`config.mk`:
```
export PLATFORM = sky130hd
export DESIGN_NAME = serial_link_arbiter
export DESIGN_NICKNAME = d
export VERILOG_FILES = /design/src/rtl/serial_link_arbiter.sv
export SDC_FILE = /design/constraint.sdc
export NUM_CORES = 1
export LEC_CHECK = 0
export BUFFER_PORTS_ARGS = -buffer_cell sky130_fd_sc_hd__buf_4
export CORE_MARGIN = 10
export CORE_UTILIZATION = 41
export DETAILED_ROUTE_END_ITERATION = 6
export PLACE_DENSITY = 0.69
export SLEW_MARGIN = 20
export SYNTH_ARGS = -nofsm -noshare
export SYNTH_HDL_FRONTEND = slang
export SYNTH_SLANG_ARGS = --single-unit
```
`constraint.sdc`:
```
create_clock -name clk_i -period 2.15 [get_ports clk_i]
set_input_delay 0.3225 -clock clk_i [delete_from_list [all_inputs] [get_ports clk_i]]
set_output_delay 0.3225 -clock clk_i [all_outputs]
set_load 0.02 [all_outputs]
```
`src/rtl/serial_link_arbiter.sv`:
```
// Round-robin arbiter sharing one LSB-first serial link among n_req requesters,
// with a programmable idle gap after every frame.
module serial_link_arbiter #(
    parameter int width = 8,
    parameter int n_req = 4,
    parameter int gap   = 1
) (
    input  logic                           clk_i,
    input  logic                           rst_ni,
    input  logic [n_req-1:0]               req_valid_i,
    input  logic [n_req*width-1:0]         req_data_i,
    output logic [n_req-1:0]               req_ready_o,
    output logic                           serial_valid_o,
    output logic                           serial_data_o,
    output logic                           frame_done_o,
    output logic                           busy_o,
    output logic [$clog2(n_req)-1:0]       grant_id_o,
    output logic [1:0]                     state_o
);

    localparam int iw = $clog2(n_req);
    localparam int cw = $clog2(width);
    localparam int gw = (gap > 1) ? $clog2(gap) : 1;

    localparam logic [1:0] st_idle  = 2'd0;
    localparam logic [1:0] st_shift = 2'd1;
    localparam logic [1:0] st_gap   = 2'd2;

    logic [1:0]       state_q, state_d;
    logic [iw-1:0]    last_q, last_d;
    logic [cw-1:0]    cnt_q, cnt_d;
    logic [gw-1:0]    gcnt_q, gcnt_d;
    logic [width-1:0] sh_q, sh_d;
    logic [iw-1:0]    gid_q, gid_d;
    logic             sv_q, sv_d;
    logic             sd_q, sd_d;
    logic             fd_q, fd_d;
    logic             busy_q, busy_d;

    logic [width-1:0] words [n_req];
    logic [iw-1:0]    cand;
    logic [iw-1:0]    win;
    logic             found;
    logic             accept;

    for (genvar g = 0; g < n_req; g++) begin : g_unpack
        assign words[g] = req_data_i[g*width +: width];
    end

    // Search begins one past the last winner, so the previous owner ranks lowest.
    always_comb begin
        found = 1'b0;
        win   = '0;
        cand  = '0;
        for (int k = 1; k <= n_req; k++) begin
            cand = iw'((int'(last_q) + k) % n_req);
            if (!found && req_valid_i[cand]) begin
                found = 1'b1;
                win   = cand;
            end
        end
    end

    // Handshake: req_ready is offered only in IDLE to the current winner while its
    // req_valid is high; a word transfers on the edge where both are high, and a
    // requester may withdraw req_valid before that edge without any side effect.
    assign accept = (state_q == st_idle) && found;

    always_comb begin
        req_ready_o = '0;
        if (accept) begin
            req_ready_o[win] = 1'b1;
        end
    end

    always_comb begin
        state_d = state_q;
        last_d  = last_q;
        cnt_d   = cnt_q;
        gcnt_d  = gcnt_q;
        sh_d    = sh_q;
        gid_d   = gid_q;
        case (state_q)
            st_idle: begin
                if (accept) begin
                    state_d = st_shift;
                    last_d  = win;
                    gid_d   = win;
                    sh_d    = words[win];
                    cnt_d   = '0;
                end
            end
            st_shift: begin
                if (cnt_q == cw'(width - 1)) begin
                    if (gap > 0) begin
                        state_d = st_gap;
                        gcnt_d  = '0;
                    end else begin
                        state_d = st_idle;
                    end
                end else begin
                    cnt_d = cnt_q + 1'b1;
                    sh_d  = sh_q >> 1;
                end
            end
            st_gap: begin
                if (int'(gcnt_q) + 1 >= gap) begin
                    state_d = st_idle;
                end else begin
                    gcnt_d = gcnt_q + 1'b1;
                end
            end
            default: state_d = st_idle;
        endcase
    end

    // Link outputs are decoded from next-state so they are registered yet aligned.
    always_comb begin
        sv_d   = (state_d == st_shift);
        sd_d   = sv_d & sh_d[0];
        fd_d   = sv_d && (cnt_d == cw'(width - 1));
        busy_d = (state_d != st_idle);
    end

    always_ff @(posedge clk_i or negedge rst_ni) begin
        if (!rst_ni) begin
            state_q <= st_idle;
            last_q  <= iw'(n_req - 1);
            cnt_q   <= '0;
            gcnt_q  <= '0;
            sh_q    <= '0;
            gid_q   <= '0;
            sv_q    <= 1'b0;
            sd_q    <= 1'b0;
            fd_q    <= 1'b0;
            busy_q  <= 1'b0;
        end else begin
            state_q <= state_d;
            last_q  <= last_d;
            cnt_q   <= cnt_d;
            gcnt_q  <= gcnt_d;
            sh_q    <= sh_d;
            gid_q   <= gid_d;
            sv_q    <= sv_d;
            sd_q    <= sd_d;
            fd_q    <= fd_d;
            busy_q  <= busy_d;
        end
    end

    assign serial_valid_o = sv_q;
    assign serial_data_o  = sd_q;
    assign frame_done_o   = fd_q;
    assign busy_o         = busy_q;
    assign grant_id_o     = gid_q;
    assign state_o        = state_q;

endmodule

```
==> flow_results.org <==
** Yosys
- Cell type with the highest aggregate area in the netlist :: dfrtp_1
- The Yosys step of the flow raised 0 warnings.
- Share of the synthesized area in the top cell type :: 0.359
- Cell types with the largest area share after synthesis :: dfrtp_1 36%, mux2i_1 9.8%, and3_1 4.3%
- In this run, distinct cell masters in the synthesized netlist total 40.
- Of the synthesized area, sequential elements account for 0.399.
- Netlist area before placement :: 1320 um^2
- Cell count after synthesis :: 137
- In this run, synthesis produced a sequential element count of 21.
- The number of nets in the synthesized netlist is 176.
- Counting flops with a built-in enable in the synthesized netlist gives 0.
- Averaged over all synthesized cells, the footprint is 9.66 um^2.
- Among all flip-flop cells after synthesis, the most frequent one is dfrtp_1.
- Post-synthesis async set-or-reset flop share :: 1.00

** Global routing
- GRT busiest layer :: met2
- Vias in the first global route :: 1354
- Leftover overflow at the end of global routing :: 0
- All-layer global routing usage :: 0.128
- For this run, global-route usage on met3 was measured as 0.0303.
- Met1 capacity usage during global routing :: 0.152
- Maximum number of pins on one net before global-route repair :: 22
- For this run, global-route usage on met2 was measured as 0.224.
- The first global-routing pass estimated 6460 um of wire.
- Antenna violations before repair :: 0

** Pwr
- Switching part of the total power :: 0.425
- Internal power consumption :: 1.39 mW
- Net switching power of the design :: 1.02 mW
- The worst-case IR drop observed on VDD is 709 uV.
- Power per Cell Area :: 1240 nW/um^2
- Fraction of power consumed by sequential logic :: 0.307
- Comb power frac :: 0.612
- Leakage power summed over all cells :: 0.956 nW
- Of the total power, the clock network draws 0.081.

** Timing
- Derived from the worst setup path, the maximum achievable clock frequency is 461 MHz.
- Min Hold Slack :: 0.322 ns
- Total count of max-transition violations in the final report :: 0
- Final hold violations :: 0
- Of the available clock period, the critical path in the final layout requires 1.01.
- On the final layout, the worst clock skew is 0.00190 ns.
- Final Setup Violations :: 3
- Once routing completed, OpenROAD measured the worst setup slack at -0.0197 ns.
- Measured against its own limit, the worst slew margin works out to 0.711.
- Setup_tns :: -0.0443 ns
- Setup repair after global routing missed its margin :: true
- The routed design could run at a clock period as short as 2.17 ns.
- Least-Margin Pin Slew :: 0.430 ns

** Worst setup path
- The critical path is of the reg -> out type.
- Data on the critical path is required at its endpoint by 1.83 ns.
- STA classifies the critical path endpoint as an output port.
- Worst path arrival time :: 1.85 ns
- STA classifies the critical path startpoint as a flip-flop.
- Of all nets on the critical path, the largest fanout is 6.

** CTS
- TritonCTS built the clock tree.
- No sink is reached through more buffers than the 2 on the longest clock path.
- Clock buffer count from CTS :: 3
- Clock slew seen by the registers of the worst setup and hold paths :: 0.12 ns
- Clock network latency to the later pin of the worst-skew pair :: 0.30 ns
- Root buffer cell :: clkbuf_4
- Num Clock Sinks :: 21
- In this run the number of H-tree levels came out at 1.

** Layout
- The library cell used most frequently in the layout, excluding fill and tap cells, is buf_4.
- The library cells used most frequently in the layout, excluding fill and tap cells, are 61 x buf_4, 19 x dfrtp_1, 12 x nor2_1.
- At the end of the flow the core is filled with cells to 0.630.
- After routing the design area is 1940 um^2.
- Relative to the synthesized area, the layout overhead comes to 46.6%.
- Final nets :: 242
- Proportion of layout cells with a drive suffix above 1 :: 0.441
- The number of antenna diodes in the final layout is 0.

** Status
- The run finished, with violations left.
- The final reports fail on negative setup slack.

** Place
- Count of input and output buffers :: 49
- Detailed placement finished with a half-perimeter wire length of 2970 um.
- At the end of routability-driven placement, the weighted congestion stood at 0.824.
- Placed standard-cell area :: 1740 um^2

** Drt
- In the final routed layout, each cell accounts on average for 16.2 um.
- After detailed routing, the number of vias per cell comes to 5.32.
- Detailed routing inserted a total of 1309 vias.
- For this run, design rule violations remaining after detail routing come to 0.
- In this run, the number of DRC markers left after iteration 0 of detailed routing was 78.
- In this run the remaining antenna-violating nets after routing total 0.
- The pre-antenna-repair detailed-routing pass consisted of 4 iterations.
- Final wirelength :: 3990 um

** Floorplan
- Chip Height :: 76.8 um
- Measured along the x axis, the die boundary spans 76.8 um.
- In this run the core area contains 20 standard-cell rows.
- Core Region :: 3080 um^2
- The floorplan step defined a die boundary enclosing 5900 um^2.
- I/O Pins :: 50
- The initial utilization of the core area, before any placement, comes to 0.430.

** Worst hold path
- The path class of the tightest hold or removal check is in -> reg.

** Flow run
- Max-cap violations in this run came to 0.
[worst max-delay path, stage by stage (launching register included)]
cell and delay, ns:
dfstp_2 0.61, buf_4 0.15, and3_4 0.20, a31oi_4 0.05, a21o_1 0.27, nor2b_4 0.14
buf_6 0.13
[synthesized netlist by cell type, types with 2 or more instances]
library cell,n
a21oi_1,11
nor2b_1,2
a211oi_1,3
a21o_1,2
nand2b_1,3
buf_6,3
nand3_1,4
mux2i_1,13
inv_1,9
nand2_1,10
nor2_1,13
o221ai_1,6
and3_1,9
o21ai_0,4
dfstp_2,2
dfrtp_1,19
[state kept, by name, summed over array words and instances (netlist names)]
register and count:
sh_q 8, serial_valid_o 1, serial_data_o 1, last_q 2, state_o 2, frame_done_o 1, cnt_q 3, busy_o 1
grant_id_o 2
[metal layers]
layer / vias to the layer above / routed length, um
met3: 4 / 166
met2: 46 / 2080
met5: - / 0
met4: 0 / 44
met1: 629 / 1690
li1: 630 / -
[cell type report]
cell class                      count  area [um^2]
Clock buffer                        4         26.3
Fill cell                         277         1140
Inverter                            9         33.8
Multi-Input combinational cell    101          773
Sequential cell                    21          528
Tap cell                           44         55.1
Timing Repair Buffer               67          524
[kinds of logic (layout without fill, tap and decap cells)]
logic type / count (synthesis) / count (layout) / share of synthesized area
AOI/OAI and AO/OA: 37 / 37 / 0.212
DFF: 21 / 21 / 0.399
adders and majority gates: 1 / 1 / 0.00945
buffers and inverters: 15 / 80 / 0.0728
xor gates and xnor gates: 1 / 1 / 0.00662
muxes: 14 / 14 / 0.107
and+or+nand+nor: 48 / 48 / 0.194
[timing repair]
action,CTS,global route
setup buffers,5,5
endpoints found under the hold margin,19,0
resized for setup,4,17
hold buffers,1,0
pin swaps,4,3
endpoints found under the setup margin,4,5
[metrics by stage]
| step | total power, mW | cells | setup slack [ns] |
|---|---|---|---|
| 6_report | 2.41 | 246 | -0.0197 |
| 3_5_place_dp | 1.98 | 231 | 0.0683 |
| 5_1_grt | 2.61 | 246 | -0.0933 |
| 3_3_place_gp | 1.93 | 231 | 0.187 |
| 4_1_cts | 2.27 | 241 | 0.00705 |
| 2_1_floorplan | 1.61 | 137 | 0.177 |
[power by group through the flow]
| stage | logic (mW) | registers (mW) | clock network (mW) |
|---|---|---|---|
| 2_1_floorplan | 0.835 | 0.775 | 0 |
| 3_3_place_gp | 1.19 | 0.734 | 0 |
| 3_5_place_dp | 1.23 | 0.748 | 0 |
| 4_1_cts | 1.34 | 0.735 | 0.197 |
| 5_1_grt | 1.63 | 0.771 | 0.213 |
| 6_report | 1.48 | 0.741 | 0.194 |
[path summary, 6_finish.rpt]
path | from | end | slack [ns] | depth (start not counted)
max | last_q[1] | req_ready_o[1] | -0.02 | 6
min | req_data_i[6] | sh_q[6] | 0.32 | 3
min reg2reg | cnt_q[0] | frame_done_o | 0.49 | 1
max in group asynchronous | rst_ni | last_q[0] | 1.45 | 2
min in group asynchronous | rst_ni | grant_id_o[1] | 0.42 | 2
max reg2reg | last_q[1] | sh_q[0] | 0.12 | 7
No activity file was read; power rests on OpenSTA's default activity.
